**src/rtl/quad_decoder.sv**
```systemverilog
// ---------------------------------------------------------------------------
// quad_decoder
//
// Quadrature encoder decoder with input synchronization, a run-length
// deglitch filter and a two-state tracking FSM.
//
// Parameters
//   WIDTH       position counter width (2..16)
//   FILTER_LEN  consecutive stable samples required before a new A/B value
//               is accepted (1..15)
//
// Ports
//   clk      rising-edge clock
//   reset    synchronous active-high reset
//   quad_a   asynchronous encoder phase A
//   quad_b   asynchronous encoder phase B
//   enable   count enable; 0 holds count/dir but still tracks phase
//   clear    synchronous count clear (wins over a simultaneous step)
//   clr_err  clears the sticky error flag
//   count    position, wraps modulo 2^WIDTH
//   dir      direction of last counted step (1 = up, 0 = down)
//   step     one-cycle pulse per counted step
//   err      sticky illegal-transition flag
// ---------------------------------------------------------------------------
module quad_decoder #(
  parameter int WIDTH      = 8,
  parameter int FILTER_LEN = 3
) (
  input  logic             clk,
  input  logic             reset,
  input  logic             quad_a,
  input  logic             quad_b,
  input  logic             enable,
  input  logic             clear,
  input  logic             clr_err,
  output logic [WIDTH-1:0] count,
  output logic             dir,
  output logic             step,
  output logic             err
);

  localparam logic [3:0] FILT_LEN = 4'(FILTER_LEN);

  typedef enum logic {
    INIT  = 1'b0,
    TRACK = 1'b1
  } state_t;

  // -------------------------------------------------------------------------
  // Two-flop synchronizers, one lane per phase. Bit 1 = A, bit 0 = B.
  // -------------------------------------------------------------------------
  logic [1:0] pins;
  logic [1:0] sync1_reg;
  logic [1:0] sync2_reg;

  assign pins = {quad_a, quad_b};

  generate
    for (genvar gi = 0; gi < 2; gi++) begin : g_sync
      always_ff @(posedge clk) begin
        if (reset) begin
          sync1_reg[gi] <= 1'b0;
          sync2_reg[gi] <= 1'b0;
        end else begin
          sync1_reg[gi] <= pins[gi];
          sync2_reg[gi] <= sync1_reg[gi];
        end
      end
    end
  endgenerate

  // The synchronizer output still carries reset zeros for two cycles after
  // reset release; those are not real pin samples and must not be filtered
  // (with FILTER_LEN=1 they would otherwise be loaded as the start state).
  logic [1:0] fill_reg;
  logic       sample_valid;

  always_ff @(posedge clk) begin
    if (reset) begin
      fill_reg <= 2'b00;
    end else begin
      fill_reg <= {fill_reg[0], 1'b1};
    end
  end

  assign sample_valid = fill_reg[1];

  // -------------------------------------------------------------------------
  // Run-length filter: cand_reg holds the most recent sample, run_reg how
  // many consecutive samples it has matched (saturating). A value is
  // "filtered" on the edge where its run reaches FILTER_LEN.
  // -------------------------------------------------------------------------
  logic [1:0] cand_reg;
  logic [1:0] cand_next;
  logic [3:0] run_reg;
  logic [3:0] run_next;
  logic       filtered;

  always_comb begin
    cand_next = cand_reg;
    run_next  = run_reg;
    if (sample_valid) begin
      if (sync2_reg != cand_reg) begin
        cand_next = sync2_reg;
        run_next  = 4'd1;
      end else if (run_reg != 4'hF) begin
        run_next = run_reg + 4'd1;
      end
    end
  end

  always_ff @(posedge clk) begin
    if (reset) begin
      cand_reg <= 2'b00;
      run_reg  <= 4'd0;
    end else begin
      cand_reg <= cand_next;
      run_reg  <= run_next;
    end
  end

  assign filtered = sample_valid && (run_next >= FILT_LEN);

  // -------------------------------------------------------------------------
  // Transition classification. Mapping AB to a position along the forward
  // Gray sequence 00->01->11->10 gives pos = {A, A^B}; the modulo-4
  // difference between new and accepted position is then 1 (up),
  // 3 (down) or 2 (both bits changed, illegal).
  // -------------------------------------------------------------------------
  logic [1:0] acc_reg;
  logic [1:0] pos_new;
  logic [1:0] pos_old;
  logic [1:0] pos_delta;

  assign pos_new   = {sync2_reg[1], sync2_reg[1] ^ sync2_reg[0]};
  assign pos_old   = {acc_reg[1],   acc_reg[1]   ^ acc_reg[0]};
  assign pos_delta = pos_new - pos_old;

  // -------------------------------------------------------------------------
  // FSM: state register / next-state logic / output decode
  // -------------------------------------------------------------------------
  state_t state_reg;
  state_t state_next;

  always_ff @(posedge clk) begin
    if (reset) begin
      state_reg <= INIT;
    end else begin
      state_reg <= state_next;
    end
  end

  always_comb begin
    state_next = state_reg;
    case (state_reg)
      INIT:    if (filtered) state_next = TRACK;
      TRACK:   state_next = TRACK;
      default: state_next = INIT;
    endcase
  end

  logic load_acc;
  logic move_up;
  logic move_down;
  logic illegal;

  always_comb begin
    load_acc  = 1'b0;
    move_up   = 1'b0;
    move_down = 1'b0;
    illegal   = 1'b0;
    case (state_reg)
      INIT: begin
        // First stable value is simply adopted as the reference.
        load_acc = filtered;
      end
      TRACK: begin
        if (filtered && (sync2_reg != acc_reg)) begin
          load_acc = 1'b1;
          case (pos_delta)
            2'd1:    move_up   = 1'b1;
            2'd3:    move_down = 1'b1;
            default: illegal   = 1'b1;
          endcase
        end
      end
      default: ;
    endcase
  end

  // -------------------------------------------------------------------------
  // Datapath registers
  // -------------------------------------------------------------------------
  logic counted;

  assign counted = enable && (move_up || move_down);

  always_ff @(posedge clk) begin
    if (reset) begin
      acc_reg <= 2'b00;
    end else if (load_acc) begin
      acc_reg <= sync2_reg;
    end
  end

  always_ff @(posedge clk) begin
    if (reset) begin
      count <= '0;
      dir   <= 1'b0;
      step  <= 1'b0;
      err   <= 1'b0;
    end else begin
      step <= counted;

      // clear wins over the count update, but dir/step still report the step
      if (clear) begin
        count <= '0;
      end else if (enable && move_up) begin
        count <= count + 1'b1;
      end else if (enable && move_down) begin
        count <= count - 1'b1;
      end

      if (enable && move_up) begin
        dir <= 1'b1;
      end else if (enable && move_down) begin
        dir <= 1'b0;
      end

      // A new illegal transition beats a simultaneous clr_err.
      if (illegal) begin
        err <= 1'b1;
      end else if (clr_err) begin
        err <= 1'b0;
      end
    end
  end

endmodule

```
**config.mk**
```make
export PLATFORM = sky130hd
export DESIGN_NAME = quad_decoder
export DESIGN_NICKNAME = d
export VERILOG_FILES = /design/src/rtl/quad_decoder.sv
export SDC_FILE = /design/constraint.sdc
export NUM_CORES = 1
export LEC_CHECK = 0
export ABC_AREA = 1
export ABC_CLOCK_PERIOD_IN_PS = 4830
export CAP_MARGIN = 20
export CORE_MARGIN = 2
export CORE_UTILIZATION = 49
export CTS_CLUSTER_SIZE = 14
export DETAILED_ROUTE_END_ITERATION = 10
export PLACE_DENSITY_LB_ADDON = 0.2
export SLEW_MARGIN = 20
export SYNTH_ARGS = -nofsm -noshare
export SYNTH_HDL_FRONTEND = slang
export SYNTH_SLANG_ARGS = --single-unit
```
**constraint.sdc**
```tcl
create_clock -name clk -period 4.83 [get_ports clk]
set_input_delay 0.483 -clock clk [delete_from_list [all_inputs] [get_ports clk]]
set_output_delay 0.483 -clock clk [all_outputs]
set_load 0.005 [all_outputs]
```
==> Word level (Yosys, flattened, before mapping) <==
Cells that the tools add are included.
{ "word_totals": {"latchBits": 0, "regBits": 26, "ramBits": 0, "n_memories": 0, "mem_bits_ro": 0, "word_cells": 61} }
{ "op_classes": {"eq_ne": 5, "n_mux": 23, "n_bitwise": 3, "multipliers": 0, "shifts": 0, "div_mod_pow": 0, "magnitude_cmp": 1, "reduce_logical": 11, "n_addsub": 4} }
{ "ops": {"columns": ["cell", "count"], "rows": [
  ["$mux W1", 16],
  ["$mux W8", 2],
  ["$mux W4", 3],
  ["$add A8 B1 Y8 const B", 1],
  ["$sub A8 B1 Y8 const B", 1],
  ["$logic_and A1 B1 Y1", 5],
  ["$add A4 B1 Y4 const B", 1],
  ["$ge A4 B2 Y1 const B", 1],
  ["$ne A2 B2 Y1", 2],
  ["$ne A4 B4 Y1 const B", 1],
  ["$pmux W1 S2", 2],
  ["$reduce_bool A2 Y1", 2],
  ["$reduce_or A2 Y1", 2],
  ["$eq A2 B1 Y1 const B", 1],
  ["$eq A2 B2 Y1 const B", 1],
  ["$reduce_and A2 Y1", 1],
  ["$sub A2 B2 Y2", 1],
  ["$xor A1 B1 Y1", 2],
  ["$logic_or A1 B1 Y1", 1],
  ["$not A1 Y1", 1]
]} }

==> Longest topological paths before layout <==
Gate-level depths: netlist (run 1).
{ "depth": {"ltp_word": 12, "depth_mapped": 21, "ltp_nobuf": 21} }

==> Worst setup path before layout (run 1) <==
OpenSTA, ideal clock, no wires.
{ "synth_timing": {"path_kind": "register to register", "start": "register run_reg[0]", "end": "register count[7]", "stages_incl_launch_ff": 20, "slack_ns": 2.098, "n_path_buf": 0, "arrival_time_ns": 2.617, "setup_time_ns": 0.115, "cell_sequence": "dfxtp_1 -> ha_1 -> nand3_1 -> nand2_1 -> or2_2 -> nand4_1 -> nand2_2 -> nand3_1 -> inv_1 -> nand2_1 -> ha_1 -> a21oi_1 -> nand2_1 -> nand4_1 -> o211a_1 -> nor2_1 -> nor2_1 -> nand3_1 -> nand2_1 -> nor2_1"} }
{ "synth_between": {"elab_chain_len": 11} }
{ "synth_lines": {"columns": ["element", "line", "text"], "rows": [
  ["from (decl)", "95", "logic [3:0] run_reg;"],
  ["from (signal assigned)", "118", "run_reg <= run_next;"],
  ["$add A4 B1 Y4 or $ne A4 B4 Y1 (tied branches)", "107, 106", null],
  ["$mux W4", "106", "end else if (run_reg != 4'hF) begin"],
  ["$mux W4", "103", "if (sync2_reg != cand_reg) begin"],
  ["$mux W4 (*)", "102", "if (sample_valid) begin"],
  ["$ge A4 B2 Y1 (*)", "122", "assign filtered = sample_valid && (run_next >= FILT_LEN);"],
  ["$logic_and A1 B1 Y1 (*)", "122", null],
  ["$logic_and A1 B1 Y1 (*)", "178", "if (filtered && (sync2_reg != acc_reg)) begin"],
  ["$mux W1", "178", null],
  ["$mux W1", "172", "case (state_reg)"],
  ["$logic_and A1 B1 Y1, on equally long branches", "218, 220", null],
  ["$mux W8 or $reduce_bool A2 Y1 (tied branches)", null, null],
  ["to (signal assigned)", "219", "count <= count + 1'b1;"],
  ["to (signal assigned)", "221", "count <= count - 1'b1;"],
  ["to (decl)", "36", "output logic [WIDTH-1:0] count,"]
]} }
Every way passes the cells marked *; elsewhere a longest branch is shown, timed or not.
A chain may end at the register's enable or synchronous reset.

==> Worst setup path in the final report (run 1) <==
Ends and elaborated chain as after synthesis.

==> impl_metrics.py, run 1 <==
metrics = {
    "die": {
        "chipWidth_um": 57.5,
        "die_height_um": 57.5,
        "initial_core_util_pct": 51.3,
        "io_pins": 18,
        "dieArea_um2": 3300,
        "core_region_area_um2": 2730,
        "row_count": 19,
    },
    "logic_synthesis": {
        "synthMuxAreaShare_pct": 0,
        "netlist_area_um2": 1400,
        "yosys.area.top_type": "dfxtp_1",
        "synth_cell_types": 27,
        "ys_warn_count": 0,
        "synth_top_family_by_area": "simple AND/OR/NAND/NOR gates",
        "synth_xor_xnor_area_share_pct": 5.62,
        "netlist_top_cells_area": "dfxtp_1 37%, nand2_1 12%, a21oi_1 7.9%",
        "synthAdderAreaFrac_pct": 8.57,
        "synth_nets": 210,
        "synth_seq_area_share_pct": 37.1,
        "netlist.area_leader.share_pct": 37.1,
        "synth_edf_count": 0,
        "synth_compound_area_share_pct": 14.2,
        "synthArstFlopShare_pct": 0,
        "synth_area_per_cell_um2": 7.22,
        "yosys_most_used_dff": "dfxtp_1",
        "ys_ff_latch": 26,
        "netlist_instances": 194,
        "synthSimpleGateAreaFrac_pct": 25.4,
    },
    "finish": {
        "largest_reg_flops": 8,
        "final_common_cell": "nand2_1",
        "drive_gt1_share_pct": 5.66,
        "antenna_cells": 0,
        "final_cell_mix": "45 x nand2_1, 26 x dfxtp_1, 25 x inv_1",
        "layout.nets": 229,
        "postLayoutCellArea_um2": 1640,
        "area_growth_pct": 17.1,
    },
    "route": {
        "ant_nets": 0,
        "wl_met3_um": 65,
        "firstDrtPassIters": 7,
        "routedWlPerCell_um": 11.7,
        "vias": 1276,
        "drtIter0Drc": 34,
        "drt_wl_total_um": 2840,
        "met1_length_um": 1210,
        "top_layer_used": "met4",
        "met2_length_um": 1500,
        "remaining_drc_errors": 0,
        "routed_via_density": 5.25,
    },
    "worst_setup_path": {
        "worstPathMaxFanout": 8,
        "criticalPathCategory": "reg2reg",
        "crit_path_end_kind": "register",
        "worstPathRequired_ps": 5060,
        "arrival_ps": 3380,
        "worst_setup_path_start_kind": "register",
    },
    "cts": {
        "cts.repair.resized": 0,
        "cts-hold-fix-buffers": 0,
        "htree_num_levels": 1,
        "clock_path_buffers": 2,
        "cts_buffers": 3,
        "root_buffer": "clkbuf_4",
        "tritoncts": "built",
        "clk_latency_ps": 320,
        "clock_sink_count": 26,
        "cts_setup_buffers": 0,
        "clkSlewWorstSetupHoldPaths_ps": 140,
    },
    "global_routing": {
        "grt_max_degree": 16,
        "overflow": 0,
        "grt_usage_pct": 18.4,
        "grt_pass1_wl_um": 4790,
        "grt_pass1_vias": 1158,
        "grt_antenna_before_repair": 0,
    },
    "power": {
        "internal_power_mw": 0.319,
        "powerDensity_nw_per_um2": 250,
        "seqPwrFrac_pct": 55.2,
        "p_switching_mw": 0.0907,
        "pwr-share-comb_pct": 8.7,
        "peakVddDrop_v": 0.000173,
        "clkPwrFrac_pct": 36.1,
        "finalPower_mw": 0.410,
        "p_leak_nw": 0.726,
        "swShare_pct": 22.1,
    },
    "sta": {
        "period_share_pct": 65.2,
        "fin_setup_tns_ps": 0,
        "max_freq_ghz": 0.317,
        "setup_viol": 0,
        "finalCriticalPeriod_ps": 3150,
        "worstMarginPinSlew_ps": 563,
        "fin_skew_ps": 5.17,
        "hold_viol": 0,
        "slew_violations": 0,
        "rsz0062_at_grt": "no",
        "relSlewSlack_pct": 62.3,
    },
    "worst_hold_path": {
        "hold_class": "reg2reg",
    },
    "placement": {
        "gp_congestion": 0.797,
        "postPlaceCellArea_um2": 1590,
        "dpl.hpwl_um": 2190,
        "portBuffers": 17,
    },
    "flow_run": {
        "max_cap_viol_count": 0,
    },
    "run_status": {
        "status": "completed",
    },
}
## worst paths after layout
check,startpoint,end,slack (ps),cells past startpoint
max,run_reg[0]$_SDFF_PP0_,count[7]$_SDFFE_PP0P_,1680,19
min,sync1_reg[1]$_SDFF_PP0_,pos_new[1]$_SDFF_PP0_,410,2
max reg2reg,run_reg[0]$_SDFF_PP0_,count[7]$_SDFFE_PP0P_,1680,19
min reg2reg,sync1_reg[1]$_SDFF_PP0_,pos_new[1]$_SDFF_PP0_,410,2
## power groups by stage
stage	registers (mW)	logic [mW]	clock network (mW)
global route	0.228	0.0412	0.161
global placement	0.231	0.0342	0
finish	0.227	0.0355	0.148
CTS	0.226	0.0358	0.153
detailed placement	0.231	0.0354	0
floorplan	0.229	0.0266	0
## critical path, cell delays in order (launching register included)
cell     delay (ps)
dfxtp_1         370
ha_1            250
nand3_1         140
nand2_1         100
or2_2           310
nand4_1         110
nand2_2          90
nand3_1          80
inv_1            60
nand2_1         230
ha_1            350
a21oi_1         210
nand2_1         110
nand4_1          90
o211a_1         170
nor2_1           40
nor2_1          150
nand3_1         110
nand2_1          70
nor2_1           40
## cells by family after synthesis
kind of cell | after synthesis
buf+inv | 31
simple gates | 82
flops | 26
xor+xnor | 9
fa+ha+maj | 9
compound gates | 37
## metal layers
layer  up-vias  global-route usage [%]
met5         -                       0
met2        21                    33.9
met1       593                    20.9
met3         8                    2.72
li1        654                       -
met4         0                    7.64
## through the flow
stage	instances	hold slack [ps]	worst slack, ps	util, %
3_5_place_dp	239	399	1730	58.1
2_1_floorplan	194	388	2100	-
5_1_grt	243	443	1450	60.0
6_report	243	414	1680	60.0
3_3_place_gp	239	395	1910	58.1
4_1_cts	243	417	1700	60.0
## cells in the mapped netlist (3+ instances only)
| cell type | number |
|---|---|
| nor2_1 | 19 |
| dfxtp_1 | 26 |
| xnor2_1 | 3 |
| o21ai_0 | 8 |
| nand2_1 | 45 |
| o21ai_1 | 3 |
| nand3_1 | 10 |
| ha_1 | 8 |
| a21oi_1 | 22 |
| xor2_1 | 6 |
| inv_1 | 25 |
| inv_2 | 3 |
## cell type report
cell class	instances	area, um^2
fillers	261	1090
clock buffers	3	22.5
flip-flops and latches	26	520
well taps	31	38.8
inverters	28	105
clock inverters	1	30.0
multi-input cells	137	753
repair buffers	17	170
No activity file was read; power rests on OpenSTA's default activity.
==> run 2: changes to the inputs <==
Settings changed: ABC_CLOCK_PERIOD_IN_PS 4830 to 3100.
Clock period 4.83 ns to 3.1 ns, I/O delays scaled along.
==> impl_metrics.py, run 2 (synthesized netlist as in run 1, its figures left out) <==
metrics = {
    "worst_setup_path": {
        "cpMaxStageDelayCell": "dfxtp_1",
        "crit_path_end_kind": "register",
        "path_cells": "xnor2_1 > ha_1 > xor2_1 > nor3_1 > nand2_1 > buf_4 > ha_1 > nand2_1 > inv_1 > nand4_1 > o211a_1 > nor2_1 > nor2_1 > nand3_1 > nand2_1 > nor2_1",
        "criticalPathCategory": "reg2reg",
        "worst_setup_path_start_kind": "register",
        "r2r_start": "pos_new[1]$_SDFF_PP0_",
        "crit_path_start": "pos_new[1]$_SDFF_PP0_",
        "cpPeakStageDelay_ps": 510,
        "worstPathRequired_ps": 3330,
        "worstPathMaxFanout": 7,
        "arrival_ps": 3030,
    },
    "route": {
        "routed_via_density": 5.17,
        "firstDrtPassIters": 4,
        "ant_nets": 0,
        "drtIter0Drc": 48,
        "vias": 1278,
        "remaining_drc_errors": 0,
        "drt_wl_total_um": 2780,
        "routedWlPerCell_um": 11.2,
    },
    "cts": {
        "cts_buffers": 3,
        "root_buffer": "clkbuf_4",
        "clock_path_buffers": 2,
        "htree_num_levels": 1,
        "clock_sink_count": 26,
        "cts-hold-fix-buffers": 0,
        "clkSlewWorstSetupHoldPaths_ps": 140,
        "clk_latency_ps": 320,
        "tritoncts": "built",
    },
    "finish": {
        "postLayoutCellArea_um2": 1680,
        "final_common_cell": "nand2_1",
        "final_cell_mix": "44 x nand2_1, 25 x inv_1, 24 x dfxtp_1",
        "area_growth_pct": 20.0,
        "antenna_cells": 0,
        "largest_reg_flops": 8,
        "final_core_util_pct": 61.5,
        "multi_input_area_um2": 762,
        "fill_cells": 261,
        "drive_gt1_share_pct": 9.72,
        "layout.nets": 233,
        "regArea_um2": 523,
    },
    "die": {
        "core_region_area_um2": 2730,
        "chipWidth_um": 57.5,
        "initial_core_util_pct": 51.3,
        "dieArea_um2": 3300,
        "io_pins": 18,
        "row_count": 19,
        "die_height_um": 57.5,
    },
    "global_routing": {
        "busiest_layer": "met2",
        "grt_use_met2_pct": 34.1,
        "use_met3_pct": 2.04,
        "grt_pass1_vias": 1243,
        "grt_antenna_before_repair": 0,
        "met1_usage_pct": 22.5,
        "grt_usage_pct": 19.3,
        "grt_pass1_wl_um": 4970,
        "overflow": 0,
        "grt_max_degree": 16,
    },
    "placement": {
        "portBuffers": 17,
        "dpl.hpwl_um": 2190,
        "postPlaceCellArea_um2": 1610,
        "gp_congestion": 0.877,
    },
    "power": {
        "p_switching_mw": 0.141,
        "internal_power_mw": 0.501,
        "seqPwrFrac_pct": 54.9,
        "peakVddDrop_v": 0.000292,
        "clkPwrFrac_pct": 35.8,
        "pwr-share-comb_pct": 9.3,
        "swShare_pct": 22.0,
        "p_leak_nw": 0.745,
        "powerDensity_nw_per_um2": 382,
    },
    "sta": {
        "fin_setup_tns_ps": 0,
        "fin_skew_ps": 5.36,
        "finalCriticalPeriod_ps": 2800,
        "period_share_pct": 90.2,
        "rsz0062_at_grt": "no",
        "slew_violations": 0,
        "hold_viol": 0,
        "relSlewSlack_pct": 68.2,
        "worstMarginPinSlew_ps": 471,
        "max_freq_ghz": 0.358,
        "setup_viol": 0,
    },
    "worst_hold_path": {
        "hp-start": "sync1_reg[1]$_SDFF_PP0_",
        "hold_class": "reg2reg",
    },
    "run_status": {
        "status": "completed",
    },
    "flow_run": {
        "max_cap_viol_count": 0,
    },
}
==> run 2: cell types whose count changed in the layout (fill, tap and decap cells not counted), sizes merged <==
cell	delta
buf	+4
==> run 2: cell type report <==
class / instances / area share, %
inverter: 28 / 6.25
tap: 31 / 2.31
sequential: 26 / 31.1
clock inverter: 1 / 1.79
clock buffer: 3 / 1.34
timing repair buffer: 21 / 11.9
multi-input combinational: 137 / 45.3
==> run 2: critical path: cells and delay by family (launching register included) <==
kind                       cells  cell delay, ps
AOI/OAI and AO/OA              1             190
and+or+nand+nor                9             930
adders and majority gates      2             540
buffers and inverters          2             240
DFF                            1             510
xor gates and xnor gates       2             290
==> run 2: power groups by stage <==
| stage | Combinational [mW] | Sequential, mW | Clock (mW) |
|---|---|---|---|
| global placement | 0.0562 | 0.358 | 0 |
| detailed placement | 0.0575 | 0.359 | 0 |
| floorplan | 0.0414 | 0.356 | 0 |
| finish | 0.0595 | 0.352 | 0.230 |
| global route | 0.0696 | 0.354 | 0.250 |
| CTS | 0.0579 | 0.352 | 0.239 |
==> run 2: metal layers <==
metal / share of wire (%) / vias up / wire length (um)
met5: 0 / - / 0
met4: 2.7 / 0 / 76
met3: 1.8 / 8 / 50
met2: 51 / 15 / 1430
met1: 44 / 583 / 1220
li1: - / 672 / -
==> run 2: per-stage QoR <==
| stage | setup WS (ps) | std cells | power (mW) | hold WS, ps |
|---|---|---|---|---|
| 2_1_floorplan | 368 | 194 | 0.398 | 379 |
| 6_report | 303 | 247 | 0.642 | 411 |
| 3_3_place_gp | 333 | 242 | 0.415 | 394 |
| 3_5_place_dp | 187 | 242 | 0.417 | 396 |
| 5_1_grt | 11.7 | 247 | 0.674 | 439 |
| 4_1_cts | 168 | 246 | 0.649 | 415 |
==> run 2: path summary, 6_finish.rpt <==
path                                               to  slack [ps]  cells after the start
worst max-delay path            count[7]$_SDFFE_PP0P_         300                     16
worst min register to register  pos_new[1]$_SDFF_PP0_         410                      2
worst min-delay path            pos_new[1]$_SDFF_PP0_         410                      2
worst max register to register  count[7]$_SDFFE_PP0P_         300                     16
==> run 2: repair_timing <==
action / in CTS / in global routing
endpoints found under the setup margin: 0 / 3
gates resized for setup: 0 / 6
setup buffers: 0 / 1
==> run 3: changes to the inputs <==
Settings changed: GPL_TIMING_DRIVEN set to 0.
==> impl_metrics.py, run 3 (synthesized netlist as in run 1, its figures left out) <==
metrics = {
    "run_status": {
        "status": "completed",
    },
    "finish": {
        "final_common_cell": "nand2_1",
        "final_cell_mix": "43 x nand2_1, 25 x inv_1, 24 x dfxtp_1",
        "finalNonFillerCells": 245,
        "layout.nets": 232,
        "drive_gt1_share_pct": 10.3,
        "largest_reg_flops": 8,
        "area_growth_pct": 20.1,
        "antenna_cells": 0,
    },
    "cts": {
        "cts_buffers": 3,
        "clkSlewWorstSetupHoldPaths_ps": 130,
        "cts-hold-fix-buffers": 0,
        "htree_num_levels": 1,
        "clock_sink_count": 26,
        "tritoncts": "built",
        "cts_setup_buffers": 0,
        "clk_latency_ps": 320,
        "clock_path_buffers": 2,
        "root_buffer": "clkbuf_4",
    },
    "sta": {
        "period_share_pct": 90.7,
        "setup_viol": 0,
        "max_freq_ghz": 0.356,
        "slew_violations": 0,
        "worstMarginPinSlew_ps": 473,
        "finalCriticalPeriod_ps": 2810,
        "fin_skew_ps": 2.24,
        "fin_setup_tns_ps": 0,
        "hold_viol": 0,
        "relSlewSlack_pct": 68.5,
    },
    "worst_setup_path": {
        "arrival_ps": 3040,
        "worstPathMaxFanout": 8,
        "worstPathRequired_ps": 3330,
        "crit_path_end_kind": "register",
        "criticalPathCategory": "reg2reg",
        "worst_setup_path_start_kind": "register",
    },
    "die": {
        "core_region_area_um2": 2730,
        "initial_core_util_pct": 51.3,
        "chipWidth_um": 57.5,
        "io_pins": 18,
        "die_height_um": 57.5,
        "dieArea_um2": 3300,
        "row_count": 19,
    },
    "route": {
        "remaining_drc_errors": 0,
        "drtIter0Drc": 56,
        "drt_wl_total_um": 2860,
        "ant_nets": 0,
        "routedWlPerCell_um": 11.7,
        "firstDrtPassIters": 4,
        "vias": 1271,
        "routed_via_density": 5.19,
    },
    "power": {
        "p_leak_nw": 0.738,
        "powerDensity_nw_per_um2": 329,
        "peakVddDrop_v": 0.000281,
    },
    "global_routing": {
        "grt_pass1_vias": 1317,
        "grt_max_degree": 14,
        "grt_antenna_before_repair": 0,
        "overflow": 0,
        "grt_usage_pct": 20.1,
        "grt_pass1_wl_um": 5240,
    },
    "placement": {
        "post-place-cells": 242,
        "dpl.hpwl_um": 2220,
        "gp_congestion": 0.856,
        "portBuffers": 17,
    },
    "worst_hold_path": {
        "hold_class": "reg2reg",
    },
    "flow_run": {
        "max_cap_viol_count": 0,
    },
}
run 3: changes by cell type in the layout (fill, tap and decap cells not counted), sizes merged:
cell / previous run / this run
buf: 4 / 2
bufinv: 1 / 0
clkbuf: 3 / 4
run 3: power breakdown:
group          leakage (nW)  internal [mW]  switching, mW
Sequential            0.212          0.343        0.00812
Combinational         0.512         0.0256         0.0349
Clock                0.0138         0.0456         0.0958
run 3: worst paths after layout:
kind / cells past startpoint / from / slack [ps] / end
max: 21 / run_reg[0]$_SDFF_PP0_ / 290 / count[7]$_SDFFE_PP0P_
max reg2reg: 21 / run_reg[0]$_SDFF_PP0_ / 290 / count[7]$_SDFFE_PP0P_
min: 2 / sync1_reg[1]$_SDFF_PP0_ / 410 / pos_new[1]$_SDFF_PP0_
min reg2reg: 2 / sync1_reg[1]$_SDFF_PP0_ / 410 / pos_new[1]$_SDFF_PP0_
run 3: per-layer routing:
metal / part of all wire (%) / track usage (%)
met1: 46 / 22.8
met2: 51 / 36.7
met3: 2.0 / 3.17
met4: 1.5 / 8.64
met5: 0 / 0
run 3: layout make-up:
class,count,area [um^2]
Clock buffer,3,22.5
Multi-Input combinational cell,137,801
Sequential cell,26,523
Buffer,3,22.5
Tap cell,31,38.8
Inverter,28,105
Timing Repair Buffer,17,170
Fill cell,268,1050
run 3: timing repair:
item / in CTS / in global routing
endpoints found under the hold margin: 0 / 0
endpoints found under the setup margin: 1 / 3
resized for setup: 1 / 9
gates cloned: 0 / 0
pin swaps: 0 / 1
run 3: stage by stage:
step	setup WS (ps)	hold slack [ps]	total power [mW]	utilization (%)	area, um^2
5_1_grt	-9.43	443	0.573	61.6	1680
4_1_cts	67.5	417	0.555	59.8	1640
6_report	290	412	0.553	61.6	1680
2_1_floorplan	368	379	0.398	-	1400
3_3_place_gp	52.6	395	0.414	58.9	1610
3_5_place_dp	-18.1	399	0.417	58.9	1610
run 3: critical path, cell delays in order (launching register included):
cell and delay, ps:
dfxtp_2 380, ha_2 220, inv_1 50, nand2_1 50, nand3_1 90, nand3_1 110, nand2_1 60, nor2_1 170
nand2_2 100, nand3_1 80, inv_1 80, nand2_4 140, ha_4 230, a21oi_1 200, nand2_1 130, nand4_1 90
o211a_1 180, nor2_1 50, nor2_1 120, nand3_1 80, nand2_1 70, nor2_1 40
